`src/rtl/pc_sequencer_if.sv`:
```
// Fetch-control bus between the core pipeline controls and the PC sequencer.
// The sequencer takes the slave side; the pipeline (or bench) drives the master side.
interface pc_sequencer_if #(
  parameter int unsigned PC_W = 9
);
  logic            PcSel;
  logic [31:0]     BrPC;
  logic            Stall;
  logic            Halt;
  logic            Resume;
  logic [PC_W-1:0] PC;
  logic            FetchValid;
  logic            Flush_IF_ID;
  logic            Flush_ID_EX;
  logic            Halted;
  logic            Fault;
  logic [15:0]     BrCount;

  modport master (
    output PcSel, BrPC, Stall, Halt, Resume,
    input  PC, FetchValid, Flush_IF_ID, Flush_ID_EX, Halted, Fault, BrCount
  );

  modport slave (
    input  PcSel, BrPC, Stall, Halt, Resume,
    output PC, FetchValid, Flush_IF_ID, Flush_ID_EX, Halted, Fault, BrCount
  );
endinterface

```
`src/rtl/pc_sequencer.sv`:
```
// Program-counter sequencer: owns the fetch PC, arbitrates redirect/halt/stall/sequential,
// raises pipeline flushes, traps illegal branch targets and counts taken redirects.
module pc_sequencer #(
  parameter int unsigned PC_W = 9
) (
  input  logic          clk,
  input  logic          reset,
  pc_sequencer_if.slave bus
);

  localparam int unsigned CNT_W = 16;
  localparam int unsigned ST_W  = 2;

  localparam logic [CNT_W-1:0] CNT_MAX = '1;

  localparam logic [ST_W-1:0] ST_RUN    = 2'd0;
  localparam logic [ST_W-1:0] ST_HALTED = 2'd1;
  localparam logic [ST_W-1:0] ST_FAULT  = 2'd2;

  logic [ST_W-1:0]  state_q, state_d;
  logic [PC_W-1:0]  pc_q, pc_d;
  logic [CNT_W-1:0] cnt_q, cnt_d;
  logic             fv_q, fv_d;
  logic             halted_q, halted_d;
  logic             fault_q, fault_d;
  logic             flush_ifid, flush_idex;
  logic             tgt_legal;

  // Target must be word aligned and lie inside the 2^PC_W byte instruction memory.
  assign tgt_legal = (bus.BrPC[1:0] == 2'b00) && ((bus.BrPC >> PC_W) == 32'd0);

  // Next-state, next-PC, counter and flush decode.
  always_comb begin
    state_d    = state_q;
    pc_d       = pc_q;
    cnt_d      = cnt_q;
    flush_ifid = 1'b0;
    flush_idex = 1'b0;

    case (state_q)
      ST_RUN: begin
        if (bus.PcSel) begin
          flush_ifid = 1'b1;
          flush_idex = 1'b1;
          if (tgt_legal) begin
            pc_d = bus.BrPC[PC_W-1:0];
            if (cnt_q != CNT_MAX) begin
              cnt_d = cnt_q + CNT_W'(1);
            end
          end else begin
            state_d = ST_FAULT;
          end
        end else if (bus.Halt) begin
          // Only the fetched successor is dropped; the halt itself proceeds to EX.
          state_d    = ST_HALTED;
          flush_ifid = 1'b1;
        end else if (!bus.Stall) begin
          pc_d = pc_q + PC_W'(4);
        end
      end
      ST_HALTED: begin
        if (bus.Resume) begin
          state_d = ST_RUN;
        end
      end
      ST_FAULT: begin
        state_d = ST_FAULT;
      end
      default: begin
        state_d = ST_FAULT;
      end
    endcase

    // Fetch is live only once a full cycle has been spent in RUN.
    fv_d     = (state_q == ST_RUN) && (state_d == ST_RUN);
    halted_d = (state_d == ST_HALTED);
    fault_d  = (state_d == ST_FAULT);
  end

  always_ff @(posedge clk or negedge reset) begin
    if (!reset) begin
      state_q  <= ST_RUN;
      pc_q     <= '0;
      cnt_q    <= '0;
      fv_q     <= 1'b0;
      halted_q <= 1'b0;
      fault_q  <= 1'b0;
    end else begin
      state_q  <= state_d;
      pc_q     <= pc_d;
      cnt_q    <= cnt_d;
      fv_q     <= fv_d;
      halted_q <= halted_d;
      fault_q  <= fault_d;
    end
  end

  // Flushes are combinational but must read 0 while reset is held.
  assign bus.Flush_IF_ID = reset & flush_ifid;
  assign bus.Flush_ID_EX = reset & flush_idex;
  assign bus.PC          = pc_q;
  assign bus.FetchValid  = fv_q;
  assign bus.Halted      = halted_q;
  assign bus.Fault       = fault_q;
  assign bus.BrCount     = cnt_q;

endmodule

```
`src/flat_wrapper.sv`:
```
// flat-port wrapper written by rule: the top's interface ports become plain ports
module pc_sequencer_flat 
#(
  parameter int unsigned PC_W = 9
)
  (clk, reset, bus_PcSel, bus_BrPC, bus_Stall, bus_Halt, bus_Resume, bus_PC, bus_FetchValid, bus_Flush_IF_ID, bus_Flush_ID_EX, bus_Halted, bus_Fault, bus_BrCount);
  pc_sequencer_if #(.PC_W(PC_W)) bus_i ();
  input  logic clk;
  input  logic reset;
  input wire logic [$bits(bus_i.PcSel)-1:0] bus_PcSel;
  input wire logic [$bits(bus_i.BrPC)-1:0] bus_BrPC;
  input wire logic [$bits(bus_i.Stall)-1:0] bus_Stall;
  input wire logic [$bits(bus_i.Halt)-1:0] bus_Halt;
  input wire logic [$bits(bus_i.Resume)-1:0] bus_Resume;
  output wire logic [$bits(bus_i.PC)-1:0] bus_PC;
  output wire logic [$bits(bus_i.FetchValid)-1:0] bus_FetchValid;
  output wire logic [$bits(bus_i.Flush_IF_ID)-1:0] bus_Flush_IF_ID;
  output wire logic [$bits(bus_i.Flush_ID_EX)-1:0] bus_Flush_ID_EX;
  output wire logic [$bits(bus_i.Halted)-1:0] bus_Halted;
  output wire logic [$bits(bus_i.Fault)-1:0] bus_Fault;
  output wire logic [$bits(bus_i.BrCount)-1:0] bus_BrCount;
  assign bus_i.PcSel = bus_PcSel;
  assign bus_i.BrPC = bus_BrPC;
  assign bus_i.Stall = bus_Stall;
  assign bus_i.Halt = bus_Halt;
  assign bus_i.Resume = bus_Resume;
  assign bus_PC = bus_i.PC;
  assign bus_FetchValid = bus_i.FetchValid;
  assign bus_Flush_IF_ID = bus_i.Flush_IF_ID;
  assign bus_Flush_ID_EX = bus_i.Flush_ID_EX;
  assign bus_Halted = bus_i.Halted;
  assign bus_Fault = bus_i.Fault;
  assign bus_BrCount = bus_i.BrCount;
  pc_sequencer #(.PC_W(PC_W)) u_core (.clk(clk), .reset(reset), .bus(bus_i));
endmodule
```
`config.mk`:
```
export PLATFORM = sky130hd
export DESIGN_NAME = pc_sequencer_flat
export DESIGN_NICKNAME = d
export VERILOG_FILES = /design/src/rtl/pc_sequencer_if.sv /design/src/rtl/pc_sequencer.sv /design/src/flat_wrapper.sv
export SDC_FILE = /design/constraint.sdc
export NUM_CORES = 1
export LEC_CHECK = 0
export ABC_AREA = 0
export BUFFER_PORTS_ARGS = -buffer_cell sky130_fd_sc_hd__buf_2
export CAP_MARGIN = 20
export CORE_ASPECT_RATIO = 0.8
export CORE_MARGIN = 2
export CORE_UTILIZATION = 42
export DETAILED_ROUTE_END_ITERATION = 12
export HOLD_SLACK_MARGIN = 0.03
export PLACE_DENSITY = 0.77
export SKIP_LAST_GASP = 1
export SLEW_MARGIN = 20
export SYNTH_ARGS = -nofsm -noshare
export SYNTH_HDL_FRONTEND = slang
export SYNTH_SLANG_ARGS = --single-unit
```
`constraint.sdc`:
```
create_clock -name clk -period 1.7 [get_ports clk]
set_clock_uncertainty 0.05 [all_clocks]
set_input_delay 0.34 -clock clk [delete_from_list [all_inputs] [get_ports clk]]
set_output_delay 0.34 -clock clk [all_outputs]
set_load 0.02 [all_outputs]
```
==> flow_summary.ini, run 1 <==
[final_layout]
area_delta_synth_final_pct = 56.4
multi_input_area_um2 = 947
layout-drive-gt1-share_pct = 54.6
fin_area_mm2 = 0.00249
finalNetCount = 300
seqCellArea_um2 = 757
diodes = 0
fillers = 263
final_core_util_pct = 70.7

[power]
clockPowerShare_pct = 38.4
power_density_mw_per_mm2 = 552
report.power.total_w = 0.00137
switching_power_w = 0.000317
ir_worst_vdd_v = 0.000440
intPower_w = 0.00106
power_frac_comb_pct = 9.1
p_sw_share_pct = 23.1
sequentialPowerShare_pct = 52.5
p_leak_nw = 1.22

[placed_design]
portBuffers = 67
dp_hpwl_mm = 3.22
globalplace.congestion = 0.808
post-place-ws_ns = -0.297
dpl_cell_area_mm2 = 0.00224

[clock_network]
cts_tree = yes
cts_made_buffers = 5
h-tree-depth = 2
worstSkewPairLatency_ns = 0.28
root_buffer = clkbuf_8
cts_sinks = 30
clkTransAtPathRegs_ns = 0.06
cts_max_path_buffers = 2

[routing]
drc = 0
avgRoutedWirePerCell_um = 14.6
vias_per_cell = 5.19
detail-route-antenna-nets = 0
drt_iter0_drc = 59
finalWirelength_mm = 4.40
vias = 1568
drt_pre_antenna_iters = 4

[yosys]
yosys.area.top_type = dfrtp_1
ys_seq_elements = 30
synth_top_cell_area_share_pct = 47.2
synth_ff_type = dfrtp_1
synth.most_common_cell = dfrtp_1
netlist_area_mm2 = 0.00159
ys_types = 35
synth_seq_area_share_pct = 47.2
synth_warnings = 0
avgSynthCellArea_um2 = 10.3
synthCells = 154
synth_common_cells = 30 x dfrtp_1, 18 x nand3_1, 17 x nor2_1
syn-num-nets = 194
synth_edf_count = 0
synth_area_leaders = dfrtp_1 47%, xnor2_1 7.7%, nand3_1 5.7%
async_flop_share_pct = 100

[job]
cap_violations = 0

[floorplanning]
die_w_um = 72.8
rows = 19
core_mm2 = 0.00352
fp.dieH_um = 59.1
ios = 68
initial_core_util_pct = 45.2
die_area_mm2 = 0.00430

[timing]
period_needed_ns = 1.80
hold_viol_final = 0
max_slew_margin_pct = 74.5
fmax_mhz = 555
finalCritPeriodShare_pct = 106
setup_ws_ns = -0.102
setup_viol = 12
worst_slew_pin_slew_ns = 0.379
slew_viol_final = 0
rsz0062_at_grt = true
timing.hold.ws_ns = 0.266

[global_routing]
grt_pass1_vias = 1502
use_met3_pct = 5.10
grt_pass1_wl_mm = 6.76
grtUsageMet1_pct = 26.9
met2_usage_pct = 35.6
grt_max_degree = 24
grtUsageTotal_pct = 21.4
antenna_found_initial = 0
grt_overflow = 0
top_usage_layer = met2

[outcome]
violations = negative setup slack
run_status = finished with violations

[worst_setup_path]
worstPathRequired_ns = 1.82
crit_path_max_incr_delay_ns = 0.40
cp_num_buf_inv = 1
path_cells = ha_1 > nand3_1 > nor2_1 > a2111oi_4 > buf_6 > nand4_1 > xnor2_1
end_kind = flop
cp_slowest_cell = dfrtp_2
path_max_fanout = 7
worstPathArrival_ns = 1.92
critPathKind = reg2reg
crit_family = flip-flops
setup.worst_path.start_class = flop

[hold_path]
hp-class = in2reg
flip-flops by register name (all words and copies together) (netlist names):
name                   cells
u_core.bus.BrCount        16
u_core.state_q             2
u_core.bus.FetchValid      1
u_core.bus.Fault           1
u_core.bus.Halted          1
u_core.bus.PC              9
metrics by stage:
step / setup TNS [ns] / std cells
after CTS: -0.0235 / 301
after floorplan: -0.128 / 154
after detailed placement: -6.19 / 290
after global routing: -2.55 / 302
final: -0.556 / 302
after global placement: -3.82 / 290
placed cells by master (no fill, tap or decap), types with 2 or more instances in the layout:
cell      count
nand2_1       6
clkbuf_1      2
dfrtp_2       5
a21oi_1       5
mux2i_1       3
nor3_1        5
dfrtp_1      25
and2b_2       2
nand3_1      16
buf_2        66
clkbuf_8      5
nor2_1       15
nor3b_1       2
nor4_2        4
nand2_2       3
inv_1         2
nand2b_1      4
buf_4        31
nand3b_1      3
xnor2_2       3
nor4_4        2
ha_1          2
nand4_1       6
buf_6         2
and3_1        3
xnor2_1      11
o21bai_1      2
a31oi_1       2
per-layer routing:
metal / wire length, um / vias to the layer above
met3: 205 / 9
met2: 2240 / 43
li1: - / 770
met4: 71 / 0
met5: 0 / -
met1: 1880 / 746
power by group through the flow:
stage	logic, W	clock network (W)	registers, W
after CTS	0.000127	0.000544	0.000721
after floorplan	0.0000351	0	0.000738
final	0.000125	0.000527	0.000721
after global placement	0.000119	0	0.000734
after detailed placement	0.000123	0	0.000734
after global routing	0.000139	0.000585	0.000721
final timing paths:
| check | to | slack, ns | from | cells past startpoint |
|---|---|---|---|---|
| worst max-delay path | u_core.bus.BrCount[5]$_DFFE_PN0P_ | -0.10 | u_core.bus.BrCount[0]$_DFFE_PN0P_ | 7 |
| worst min-delay path | u_core.bus.PC[8]$_DFFE_PN0P_ | 0.27 | bus_BrPC[8] | 3 |
| worst max register to register | u_core.bus.BrCount[5]$_DFFE_PN0P_ | -0.10 | u_core.bus.BrCount[0]$_DFFE_PN0P_ | 7 |
| worst min register to register | u_core.bus.BrCount[14]$_DFFE_PN0P_ | 0.44 | u_core.bus.BrCount[14]$_DFFE_PN0P_ | 1 |
| max in group asynchronous | u_core.bus.BrCount[3]$_DFFE_PN0P_ | 0.77 | reset | 3 |
| min in group asynchronous | u_core.bus.FetchValid$_DFF_PN0_ | 0.52 | reset | 3 |
logic make-up after synthesis:
logic type | synth area share (%)
AND/OR/NAND/NOR | 32.2
buffers and inverters | 1.26
flip-flops | 47.2
adder cells (fa/ha/maj) | 1.57
XOR/XNOR | 8.25
multiplexers | 2.83
AO/OA/AOI/OAI | 6.68
worst reg2reg max path, delay by kind of cell, from the launching register on:
kind	cells	cell delay [ns]
AO/OA/AOI/OAI	1	0.31
XOR/XNOR	1	0.14
adder cells (fa/ha/maj)	1	0.25
buffers and inverters	1	0.20
flip-flops	1	0.40
AND/OR/NAND/NOR	3	0.33
repair_timing:
item | in CTS | in global routing
setup endpoints to repair | 13 | 24
pin swaps | 2 | 8
hold buffers | 1 | 0
gates resized for setup | 4 | 18
cloned | 1 | 0
setup buffers | 2 | 2
endpoints found under the hold margin | 30 | 0
final cells by class:
cell class                 instances  area share (%)
multi-input combinational        119            38.1
sequential                        30            30.4
inverter                           2           0.302
clock buffer                       7            3.07
tap                               42            2.11
timing repair buffer             102            26.0
(Power assumes the default switching activity.)
==> run 2: changes to the inputs <==
--- a/config.mk
+++ b/config.mk
@@ -9,9 +9,9 @@
 export BUFFER_PORTS_ARGS = -buffer_cell sky130_fd_sc_hd__buf_2
 export CAP_MARGIN = 20
 export CORE_ASPECT_RATIO = 0.8
-export CORE_MARGIN = 2
 export CORE_UTILIZATION = 42
 export DETAILED_ROUTE_END_ITERATION = 12
+export GPL_TIMING_DRIVEN = 0
 export HOLD_SLACK_MARGIN = 0.03
 export PLACE_DENSITY = 0.77
 export SKIP_LAST_GASP = 1
==> flow_summary.ini, run 2 (synthesized netlist as in run 1, its figures left out) <==
[hold_path]
holdPathEnd = u_core.bus.PC[7]$_DFFE_PN0P_
holdPathStages = 3
hp-class = in2reg
hp-start = bus_BrPC[7]

[final_layout]
mostFrequentLayoutCells = 62 x buf_2, 22 x dfrtp_1, 21 x buf_4, 14 x nor2_1, 14 x nand3_1
largest_reg_flops = 16
finalNetCount = 293
mostFrequentLayoutCell = buf_2
area_delta_synth_final_pct = 58.7
fin_area_mm2 = 0.00253
layout-drive-gt1-share_pct = 54.3
diodes = 0

[power]
intPower_w = 0.00107
switching_power_w = 0.000331
p_sw_share_pct = 23.6
power_frac_comb_pct = 9.9
p_leak_nw = 1.18
clockPowerShare_pct = 38.7
sequentialPowerShare_pct = 51.4
ir_worst_vdd_v = 0.000389
power_density_mw_per_mm2 = 555

[floorplanning]
ios = 68
fp.dieH_um = 57.1
die_area_mm2 = 0.00404
die_w_um = 70.8
initial_core_util_pct = 45.2
rows = 19
core_mm2 = 0.00352

[timing]
setup_ws_ns = -0.0789
finalCritPeriodShare_pct = 105
period_needed_ns = 1.78
worst_slew_pin_slew_ns = 0.481
fmax_mhz = 562
hold_viol_final = 0
rsz0062_at_grt = true
slew_viol_final = 0
max_slew_margin_pct = 67.9
setup_viol = 10

[worst_setup_path]
worstPathRequired_ns = 1.80
crit_family = simple AND/OR/NAND/NOR gates
cp_num_buf_inv = 1
cp_slowest_cell = dfrtp_2
path_max_fanout = 7
worstReg2RegStart = u_core.bus.BrCount[12]$_DFFE_PN0P_
critPathKind = reg2reg
r2r_end = u_core.bus.BrCount[6]$_DFFE_PN0P_
path_cells = nand4_1 > buf_4 > o41ai_4 > nor3_4 > nor2b_1 > xnor2_1
cp.depth = 6
rr_worst_depth = 6
end_kind = flop
worstPathArrival_ns = 1.88
crit_path_max_incr_delay_ns = 0.44
setup.worst_path.start_class = flop
reg2reg_slack_ns = -0.08

[outcome]
run_status = finished with violations
violations = design-rule violations, negative setup slack

[placed_design]
dp_hpwl_mm = 2.83
post-place-ws_ns = -0.417
dpl_cell_area_mm2 = 0.00201
globalplace.congestion = 0.809
portBuffers = 67

[global_routing]
grt_pass1_vias = 1352
grt_overflow = 0
grt_pass1_wl_mm = 6.24
antenna_found_initial = 0
grtUsageTotal_pct = 20.3
grt_max_degree = 31

[clock_network]
cts_max_path_buffers = 2
cts_sinks = 30
cts_tree = yes
worstSkewPairLatency_ns = 0.28
h-tree-depth = 2
clkTransAtPathRegs_ns = 0.07
root_buffer = clkbuf_8
cts_made_buffers = 5

[routing]
vias = 1632
drt_pre_antenna_iters = 10
vias_per_cell = 5.51
avgRoutedWirePerCell_um = 15.9
drt_iter0_drc = 118
finalWirelength_mm = 4.69
detail-route-antenna-nets = 0
drc = 4

[job]
cap_violations = 0
run 2: cell types whose count changed in the layout (fill, tap and decap cells not counted), sizes merged:
cell / change
buf: -9
bufbuf: -1
clkbuf: +4
run 2: worst max-delay path by stage:
stage,from,slack (ns),endpoint
after global routing,u_core.bus.BrCount[14]$_DFFE_PN0P_,-0.16,u_core.bus.BrCount[6]$_DFFE_PN0P_
after detailed placement,bus_BrPC[1],-0.42,u_core.bus.BrCount[14]$_DFFE_PN0P_
after global placement,bus_BrPC[10],-0.38,u_core.bus.PC[4]$_DFFE_PN0P_
after floorplan,bus_BrPC[1],-0.03,u_core.bus.BrCount[14]$_DFFE_PN0P_
after CTS,u_core.state_q[1]$_DFF_PN0_,-0.11,u_core.bus.BrCount[5]$_DFFE_PN0P_
final,u_core.bus.BrCount[12]$_DFFE_PN0P_,-0.08,u_core.bus.BrCount[6]$_DFFE_PN0P_
run 2: what timing repair did:
action | in CTS | in global routing
hold buffers | 2 | 0
resized for setup | 16 | 29
buffers inserted | 8 | 15
endpoints found under the setup margin | 24 | 24
endpoints found under the hold margin | 30 | 0
pin swaps | 7 | 14
run 2: area by class of cell:
type / instances / area, um^2
Fill cell: 268 / 992
Tap cell: 42 / 52.6
Multi-Input combinational cell: 119 / 1030
Inverter: 2 / 7.51
Clock buffer: 8 / 80.1
Timing Repair Buffer: 92 / 577
Buffer: 3 / 15.0
Sequential cell: 30 / 761
run 2: power groups by stage:
stage	registers (W)	clock network, W	logic [W]
3_5_place_dp	0.000734	0	0.000116
6_report	0.000721	0.000542	0.000139
2_1_floorplan	0.000738	0	0.0000351
5_1_grt	0.000721	0.000587	0.000153
4_1_cts	0.000721	0.000559	0.000127
3_3_place_gp	0.000734	0	0.000113
run 2: metrics by stage:
stage	hold WS (ns)	setup TNS, ns	instances	power [W]	util, %
after floorplan	-0.00559	-0.128	154	0.000773	-
after global placement	0.372	-7.96	263	0.000847	57.2
after detailed placement	0.381	-8.86	263	0.000850	57.2
after CTS	0.258	-0.729	281	0.00141	64.4
after global routing	0.278	-1.97	296	0.00146	71.8
final	0.263	-0.300	296	0.00140	71.8
run 2: layer usage:
metal | global-route usage [%] | part of all wire (%) | up-vias
met5 | 0 | 0 | -
met4 | 7.71 | 2.4 | 0
met3 | 4.24 | 5.6 | 12
met2 | 32.3 | 51 | 77
met1 | 27.6 | 41 | 784
li1 | - | - | 759
run 2: worst register-to-register path, cell delays in order (launching register included):
cell	delay, ns
dfrtp_2	0.44
nand4_1	0.18
buf_4	0.21
o41ai_4	0.37
nor3_4	0.12
nor2b_1	0.16
xnor2_1	0.12
==> run 3: changes to the inputs <==
--- a/config.mk
+++ b/config.mk
@@ -8,12 +8,13 @@
 export ABC_AREA = 0
 export BUFFER_PORTS_ARGS = -buffer_cell sky130_fd_sc_hd__buf_2
 export CAP_MARGIN = 20
-export CORE_ASPECT_RATIO = 0.8
-export CORE_UTILIZATION = 42
+export CORE_ASPECT_RATIO = 0.7
+export CORE_UTILIZATION = 44
+export CTS_BUF_LIST = sky130_fd_sc_hd__clkbuf_4
 export DETAILED_ROUTE_END_ITERATION = 12
 export GPL_TIMING_DRIVEN = 0
 export HOLD_SLACK_MARGIN = 0.03
-export PLACE_DENSITY = 0.77
+export PLACE_DENSITY = 0.8
 export SKIP_LAST_GASP = 1
 export SLEW_MARGIN = 20
 export SYNTH_ARGS = -nofsm -noshare
==> flow_summary.ini, run 3 (synthesized netlist as in run 1, its figures left out) <==
[outcome]
run_status = finished with violations
violations = negative hold slack, negative setup slack

[final_layout]
area_delta_synth_final_pct = 57.7
largest_reg_flops = 16
fin_cells = 306
fin_area_mm2 = 0.00251
multi_input_area_mm2 = 0.00103
diodes = 0
layout-drive-gt1-share_pct = 56.4
fillers = 207
finalNetCount = 298
seqCellArea_um2 = 759
mostFrequentLayoutCells = 65 x buf_2, 27 x buf_4, 23 x dfrtp_1, 15 x nor2_1, 14 x nand3_1
mostFrequentLayoutCell = buf_2

[worst_setup_path]
end_kind = flop
worstReg2RegStart = u_core.state_q[0]$_DFF_PN0_
crit_path_max_incr_delay_ns = 0.46
path_max_fanout = 5
path_cells = nor3b_4 > nand4_4 > buf_6 > nor3_4 > buf_6 > nand4_1 > xnor2_1
worstPathArrival_ns = 2.00
cp_slowest_cell = dfrtp_2
crit_path_frequent_cell = buf_6
critPathKind = reg2reg
worstPathRequired_ns = 1.88
critical_path.startpoint = u_core.state_q[0]$_DFF_PN0_
setup.worst_path.start_class = flop

[clock_network]
clkTransAtPathRegs_ns = 0.10
root_buffer = clkbuf_4
cts_sinks = 30
cts_max_path_buffers = 2
cts_made_buffers = 5
worstSkewPairLatency_ns = 0.34
cts_tree = yes
h-tree-depth = 2

[routing]
dr_wl_met3_um = 237
vias = 1605
top_layer = met4
wl_met2_mm = 2.16
detail-route-antenna-nets = 0
finalWirelength_mm = 4.54
wirelength_met1_mm = 1.97
drt_pre_antenna_iters = 4
drc = 0
vias_per_cell = 5.25
drt_iter0_drc = 108
avgRoutedWirePerCell_um = 14.8

[floorplanning]
rows = 17
die_w_um = 73.9
core_mm2 = 0.00330
fp.dieH_um = 52.3
die_area_mm2 = 0.00387
initial_core_util_pct = 48.3
ios = 68

[power]
p_leak_nw = 1.24
ir_worst_vdd_v = 0.000325
report.power.total_w = 0.00127
power_density_mw_per_mm2 = 506

[timing]
max_slew_margin_pct = 54.4
slew_viol_final = 0
hold_viol_final = 30
setup_ws_ns = -0.117
timing.hold.ws_ns = -0.0163
finalCritPeriodShare_pct = 107
tns_ns = -1.24
rsz0062_at_grt = true
period_needed_ns = 1.82
setup_viol = 21
worst_slew_pin_slew_ns = 0.684
fmax_mhz = 550

[global_routing]
grt_pass1_wl_mm = 6.19
grt_pass1_vias = 1428
antenna_found_initial = 0
grt_max_degree = 33
grtUsageTotal_pct = 22.0
grt_overflow = 0

[job]
cap_violations = 0

[placed_design]
portBuffers = 67
globalplace.congestion = 0.814
dp_hpwl_mm = 2.77
dpl_cell_area_mm2 = 0.00202
dpl.cell_count = 268

[hold_path]
hp-class = in2async
-- run 3: changes by cell type in the layout (fill, tap and decap cells not counted), sizes merged --
cell	delta
dlygate4sd3	-1
buf	+7
clkbuf	-3
clkinv	+2
-- run 3: where the power goes --
part / leakage [nW] / internal, W / switching, W / total [W]
clock network: 0.0331 / 0.000171 / 0.000256 / 0.000427
logic: 0.840 / 0.0000524 / 0.0000695 / 0.000122
registers: 0.366 / 0.000716 / 0.00000415 / 0.000720
total: 1.24 / 0.000940 / 0.000330 / 0.00127
-- run 3: layout make-up --
class                   count  share of cell area (%)
multi-input cells         119                    40.9
flip-flops and latches     30                    30.3
repair buffers             97                    23.4
well taps                  47                    2.34
clock buffers               6                    1.79
plain buffers               3                   0.598
clock inverters             2                   0.349
inverters                   2                   0.299
-- run 3: what timing repair did --
item | CTS | global route
buffers inserted | 15 | 15
gates resized for setup | 19 | 23
pin swaps | 16 | 17
endpoints found under the hold margin | 30 | 27
gates cloned | 0 | 0
endpoints found under the setup margin | 24 | 24
-- run 3: final timing paths --
check / to / slack [ns] / cells past startpoint
min in group clk: u_core.bus.PC[4]$_DFFE_PN0P_ / 0.21 / 3
max: u_core.bus.BrCount[14]$_DFFE_PN0P_ / -0.12 / 7
min: u_core.bus.Halted$_DFF_PN0_ / -0.02 / 1
min reg2reg: u_core.bus.BrCount[9]$_DFFE_PN0P_ / 0.45 / 1
max reg2reg: u_core.bus.BrCount[14]$_DFFE_PN0P_ / -0.12 / 7
max in group asynchronous: u_core.bus.BrCount[0]$_DFFE_PN0P_ / 1.14 / 1
-- run 3: layer usage --
layer | vias to the layer above | global-route usage [%]
met5 | - | 0
met4 | 0 | 12.2
met3 | 21 | 6.15
met2 | 57 | 34.6
met1 | 762 | 27.5
li1 | 765 | -
-- run 3: worst max-delay path, delay by kind of cell, from the launching register on --
| kind | cells | cell delay (ns) |
|---|---|---|
| simple gates | 4 | 0.75 |
| flops | 1 | 0.46 |
| buf+inv | 2 | 0.32 |
| xor+xnor | 1 | 0.14 |
-- run 3: through the flow --
step | hold WS [ns] | util [%] | setup slack (ns)
floorplan | -0.00559 | - | -0.0299
global placement | 0.373 | 61.2 | -0.388
detailed placement | 0.371 | 61.2 | -0.385
CTS | -0.00266 | 68.8 | -0.119
global route | 0.0115 | 76.1 | -0.217
finish | -0.0163 | 76.1 | -0.117
